**config.mk**
```make
export PLATFORM = sky130hd
export DESIGN_NAME = reg_file
export DESIGN_NICKNAME = d
export VERILOG_FILES = /design/src/rtl/reg_file.sv
export SDC_FILE = /design/constraint.sdc
export NUM_CORES = 2
export LEC_CHECK = 0
export CAP_MARGIN = 10
export CORE_MARGIN = 5
export CORE_UTILIZATION = 30
export DETAILED_ROUTE_END_ITERATION = 16
export RECOVER_POWER = 50
export SKIP_LAST_GASP = 1
export SYNTH_ARGS = -nofsm -noshare
export SYNTH_HDL_FRONTEND = slang
export SYNTH_SLANG_ARGS = --single-unit
```
**constraint.sdc**
```tcl
create_clock -name clk -period 36.9 [get_ports clk]
set_input_delay 7.38 -clock clk [delete_from_list [all_inputs] [get_ports clk]]
set_output_delay 7.38 -clock clk [all_outputs]
set_load 0.1 [all_outputs]
```
**src/rtl/reg_file.sv**
```systemverilog
// reg_file: 32 x 32-bit register file with two operand read ports, a debug
// read port and a committed-write counter. Register 0 is hard-wired to zero.
// Optional feature macro: REGFILE_BYPASS_EN forwards the in-flight write data
// onto rs_data/rt_data in the same cycle. The debug port and all state are the
// same in both builds.
module reg_file (
    input  logic        clk,
    input  logic        rst,
    input  logic [4:0]  rs_addr,
    input  logic [4:0]  rt_addr,
    input  logic [4:0]  rd_addr,
    input  logic [31:0] wd,
    input  logic        we,
    output logic [31:0] rs_data,
    output logic [31:0] rt_data,
    input  logic [4:0]  dbg_addr,
    output logic [31:0] dbg_data,
    output logic [15:0] wr_count
);

    logic [31:0] regFile_q [32];
    logic [15:0] wrCount_q;
    logic [15:0] wrCount_d;
    logic        commit;
    logic [31:0] rsStored;
    logic [31:0] rtStored;

    // Writes to register 0 are dropped entirely, including the count.
    assign commit    = we && (rd_addr != 5'd0);
    assign wrCount_d = wrCount_q + 16'd1;

    // Storage and write counter; reset clears everything without a clock edge.
    always_ff @(posedge clk or posedge rst) begin
        if (rst) begin
            for (int i = 0; i < 32; i++) begin
                regFile_q[i] <= '0;
            end
            wrCount_q <= '0;
        end else if (commit) begin
            regFile_q[rd_addr] <= wd;
            wrCount_q          <= wrCount_d;
        end
    end

    // Combinational reads of the stored contents, with register 0 forced to zero.
    always_comb begin
        rsStored = (rs_addr == 5'd0) ? 32'h0 : regFile_q[rs_addr];
        rtStored = (rt_addr == 5'd0) ? 32'h0 : regFile_q[rt_addr];
        dbg_data = (dbg_addr == 5'd0) ? 32'h0 : regFile_q[dbg_addr];
    end

`ifdef REGFILE_BYPASS_EN
    // Operand ports see the pending write data; suppressed while in reset.
    always_comb begin
        rs_data = rsStored;
        rt_data = rtStored;
        if (!rst && commit && (rd_addr == rs_addr)) begin
            rs_data = wd;
        end
        if (!rst && commit && (rd_addr == rt_addr)) begin
            rt_data = wd;
        end
    end
`else
    assign rs_data = rsStored;
    assign rt_data = rtStored;
`endif

    assign wr_count = wrCount_q;

endmodule

```
==> Word level (Yosys, flattened, before mapping) <==
Cells that the tools add are included.
{ "word_totals": {"register_bits": 1040, "mem_count": 0, "wordCells": 64, "ramBits": 0, "romBits": 0, "latchBits": 0} }
{ "op_classes": {"n_addsub": 1, "n_reduce_logical": 6, "mul": 0, "muxes": 15, "n_lt_le_gt_ge": 5, "div": 0, "bitwise_logic": 4, "eq_ne": 0, "n_shift": 0} }
{ "op_table": {"columns": ["op", "n"], "rows": [
  ["bitwise mux 1024 bit", 1],
  ["binary-select mux 32 bit (select 5 bit)", 3],
  ["2-to-1 mux 32 bit", 10],
  ["demux 32 bit (select 5 bit)", 1],
  ["greater-or-equal comparator 6 bit (second input constant)", 4],
  ["NOT 5 -> 6 bit", 4],
  ["adder 16 x 1 -> 16 bit (second input constant)", 1],
  ["logical NOT 5 bit", 3],
  ["< comparator 6 x 1 -> 1 bit (second input constant)", 1],
  ["nonzero test 5 bit", 1],
  ["logical AND 1 bit", 2]
]} }

==> Longest topological paths before layout <==
{ "logic_depth": {"ltp_word": 6, "ltp_mapped": 10, "depth_no_buf": 5} }

==> Least setup slack after synthesis <==
OpenSTA, ideal clock, no wires.
{ "synth_path": {"path_kind": "in2out", "startpoint": "input rt_addr[0]", "endpoint": "output rt_data[11]", "slack_ns": 17.736, "arrival_time_ns": 11.784, "required_ns": 29.520, "path_buffers": 4, "path_stages": 8, "cell_sequence": "buf_4 buf_8 buf_8 buf_6 mux2i_1 a221oi_1 nor3_1 a2111oi_1"} }
{ "synth_via": {"elab_chain_len": 5, "elab_cells_between_ends": 6, "classes_between": "4 x mux; 1 x bitwise; 1 x reduce/logical"} }
{ "synth_lines": {"columns": ["element", "line", "rtl"], "rows": [
  ["from (decl)", "10", "input logic [4:0] rt_addr,"],
  ["NOT 5 -> 6 bit (implied by the code)", "48", "rtStored = (rt_addr == 5'd0) ? 32'h0 : regFile_q[rt_addr];"],
  ["binary-select mux 32 bit (select 5 bit)", "48", null],
  ["2-to-1 mux 32 bit (implied by the code) (2 in series)", "48", null],
  ["2-to-1 mux 32 bit (*)", "48", null],
  ["to (decl)", "15", "output logic [31:0] rt_data,"]
]} }
Mark *: on every way between the ends. The rest lies on a longest branch, timed or not. The select of a mux whose other input is x is not followed.

==> Worst setup path in the final report <==
{ "layout_path": {"startpoint": "input rt_addr[0]", "endpoint": "output rt_data[2]"} }
Same word-level chain as after synthesis.

==> results.tsv <==
stage	metric	value	unit
drt	Pre-antenna DRT Iters	5	
placement	placed cells	7028	
logic_synthesis	ys async rst share	1.000	
logic_synthesis	count leader, synth	mux2_2	
logic_synthesis	Unique masters post-synth	50	
power_and_ir_drop	worst vdd ir	0.03832	mV
clock_tree	Post-CTS Hold Buffers	0	
sta	Slew HR	-4.405	
logic_synthesis	post-synthesis instance total	4461	
floorplan	Die Y	471.0	um
setup_path	Worst path slowest cell	clkdlybuf4s50_1	
power_and_ir_drop	P_int	2.580	mW
final_layout	P&R area growth vs syn	11.83	%
logic_synthesis	Synth top area share	0.4082	
setup_path	crit path kind	in -> out	
power_and_ir_drop	clock network power share	0.315	
clock_tree	postcts setup bufs	0	
global_route	initial antenna violation count	13	
logic_synthesis	flops & latches, synth	1040	
clock_tree	worst skew pair latency	0.75	ns
setup_path	flop-to-flop setup slack	35.15	ns
floorplan	core area	0.2117	mm^2
setup_path	CP arrival	12.80	ns
global_route	total track usage	0.2078	
sta	Slew Limit Fails	1062	
logic_synthesis	Syn Std Cell Area	0.06375	mm^2
logic_synthesis	Yosys Warn Count	0	
setup_path	Critical Path, Cell by Cell	buf_8, buf_4, buf_4, mux4_2, mux2_2, a221oi_1, a211oi_1, clkdlybuf4s50_1	
global_route	largest net degree at the start of global routing	172	
setup_path	Critical Path RT	29.52	ns
sta	Tightest Pin Transition	8.107	ns
setup_path	Setup crit start kind	input pin	
floorplan	Die Wd	471.0	um
drt	DRT antenna net count	0	
sta	unrepaired setup endpoints after global routing	no	
setup_path	Critical R2R Launch	wr_count[4]	
setup_path	critical path endpoint category	output port	
global_route	total gr overflow	0	
global_route	GR Layer Usage met3	0.04524	
worst_hold_path	Hold Crit Class	reg -> reg	
drt	drt drc	0	
floorplan	Die Area	0.2218	mm^2
drt	routed vias	44625	
setup_path	Critical R2R Capture	wr_count[15]	
setup_path	CP dominant cell by count	buf_4	
global_route	GR Util met1	0.2744	
clock_tree	CTS tree	built	
setup_path	Critical path buffers and inverters	4	
placement	RePlAce Congestion	0.8138	
logic_synthesis	Post-synth EDFFs	0	
setup_path	Max FO, Critical Path	78	
run_status	violated checks	max-capacitance violations, max-slew violations	
worst_hold_path	beginning of the worst hold path	regFile_q[995]	
sta	final clock skew	0.01119	ns
global_route	global routing's busiest layer	met2	
power_and_ir_drop	LEAKAGE	29.42	nW
drt	drt wl/cell	32.71	um
logic_synthesis	Net Count, Synth	4517	
clock_tree	CTS H-Tree Depth	3	
drt	Initial DRC Count	5200	
sta	Tcrit/Tclk final	0.5469	
global_route	met2 usage	0.3261	
sta	Hold Violations, Final	0	
global_route	first-pass GRT wire length	340.3	mm
drt	Vias/cell	6.159	
placement	port bufs	166	
run_status	status	finished, violations left	
setup_path	R2R depth	4	
logic_synthesis	Synth area leader	dfrtp_1	
setup_path	Crit path max-delay family	buffers and inverters	
sta	Final Critical Period	20.18	ns
placement	hpwl dp	132.3	mm
logic_synthesis	most frequent cells after synthesis	1,054 x mux2_2, 1,040 x dfrtp_1, 596 x mux4_2	
power_and_ir_drop	Power per Cell Area	53.67	mW/mm^2
logic_synthesis	Primary FF master, synth	dfrtp_1	
worst_hold_path	hold depth	0	
logic_synthesis	post-synthesis sequential area ratio	0.4082	
worst_hold_path	Worst Hold End	regFile_q[995]	
floorplan	Cell Rows	169	
clock_tree	maximum clock path buffer count	3	
clock_tree	CTS root buf	clkbuf_16	
sta	Total Neg Setup Slack	0	ns
clock_tree	clock sink count	1040	
drt	DRT Wirelength	237.0	mm
floorplan	Starting Density	0.3012	
placement	post-place setup slack	16.71	ns
final_layout	Post-Layout Cell Count	7246	
global_route	vias in the first global route	45031	
power_and_ir_drop	Pwr Total	3.826	mW
final_layout	share of layout cells above drive strength 1	0.4545	
sta	fmax	0.04955	GHz
power_and_ir_drop	sequential fraction of design power	0.413	
sta	final setup vio count	0	
power_and_ir_drop	Net Sw Frac	0.3258	
sta	final worst setup slack	16.72	ns
logic_synthesis	top cells by area, synth	dfrtp_1 41%, mux4_2 21%, mux2_2 19%	
setup_path	CP max stage delay	1.03	ns
clock_tree	cts bufs inserted	114	
clock_tree	post-cts sizing count	0	
clock_tree	clock transition at the registers of the reported paths	0.06	ns
logic_synthesis	synthesized area per cell	14.29	um^2
final_layout	nets@finish	4380	
floorplan	I/O pin count	167	
job	MaxCap Viol Count	28	
power_and_ir_drop	Comb pwr share	0.272	
final_layout	Filler Cell Count	20431	
power_and_ir_drop	Net Switching	1.247	mW
[power groups by stage]
stage	clock network (mW)	registers [mW]	logic, mW
after floorplan	0	1.54	0.804
after global routing	1.27	1.61	1.10
after detailed placement	0	1.59	1.04
after CTS	1.22	1.57	1.04
after global placement	0	1.58	1.02
final	1.20	1.58	1.04
[sequential cells by signal, indices dropped and copies added (netlist names)]
name / count
regFile_q: 1024
wr_count: 16
[worst register-to-register path: stages, from the launching register on]
cell     delay, ns
dfrtp_1       0.44
nand4_1       0.15
nor4_1        0.68
nand4_1       0.20
xnor2_1       0.16
[per-layer routing]
layer  part of all wire  vias to the layer above  routed length (um)
met4              0.055                        6               13090
met1               0.40                    24125               93840
met5            0.00016                        -                  38
li1                   -                    17444                   -
met2               0.46                     2472              109000
met3              0.089                      578               21100
[cells in the final DEF, fill, tap and decap left out, types with 30 or more instances in the layout]
cell / n
a22oi_1: 77
mux2i_1: 381
a21oi_1: 57
buf_4: 94
a22o_1: 80
mux2_2: 1052
a211oi_1: 103
o22ai_1: 73
dfrtp_1: 1040
a2111oi_0: 41
nor4_1: 54
nor2b_1: 126
clkbuf_8: 30
a221o_1: 32
clkbuf_16: 116
mux4_2: 596
clkbuf_1: 38
clkdlybuf4s50_1: 145
[worst max path at each step]
stage,startpoint,end,slack [ns],cells after the start
final,rt_addr[0],rt_data[2],16.72,8
after global routing,rt_addr[0],rt_data[25],16.45,8
after CTS,dbg_addr[1],dbg_data[12],16.70,9
after detailed placement,rt_addr[0],rt_data[25],16.71,8
after global placement,rt_addr[0],rt_data[25],16.73,8
after floorplan,rst,regFile_q[0],0.25,1
[cells by family (layout without fill, tap and decap cells)]
logic type | Yosys count | after routing | synth area share
mux | 2046 | 2046 | 0.4592
flops | 1040 | 1040 | 0.4082
buf+inv | 537 | 494 | 0.04076
compound gates | 491 | 491 | 0.05837
simple gates | 331 | 331 | 0.03117
xor+xnor | 15 | 15 | 0.002061
fa+ha+maj | 1 | 1 | 0.0001962
other cells | 0 | 7 | 0
[area by class of cell]
type                            instances  area (um^2)  share of cell area
Multi-Input combinational cell       2884        35340              0.4957
Sequential cell                      1040        26030              0.3651
Tap cell                             2821         3530             0.04951
Clock buffer                          163         3369             0.04726
Timing Repair Buffer                  280         2485             0.03486
Clock inverter                         47        506.7            0.007108
Antenna cell                            7        17.52           0.0002457
Inverter                                4        16.27           0.0002282
[metrics by stage]
stage	instance area, um^2	utilization	hold slack, ns
6_report	71290	0.3368	0.4151
3_3_place_gp	67560	0.3192	0.3969
4_1_cts	71430	0.3375	0.4182
2_1_floorplan	63750	-	0.4580
5_1_grt	71280	0.3368	0.4308
3_5_place_dp	67560	0.3192	0.4047
(Power assumes the default switching activity.)
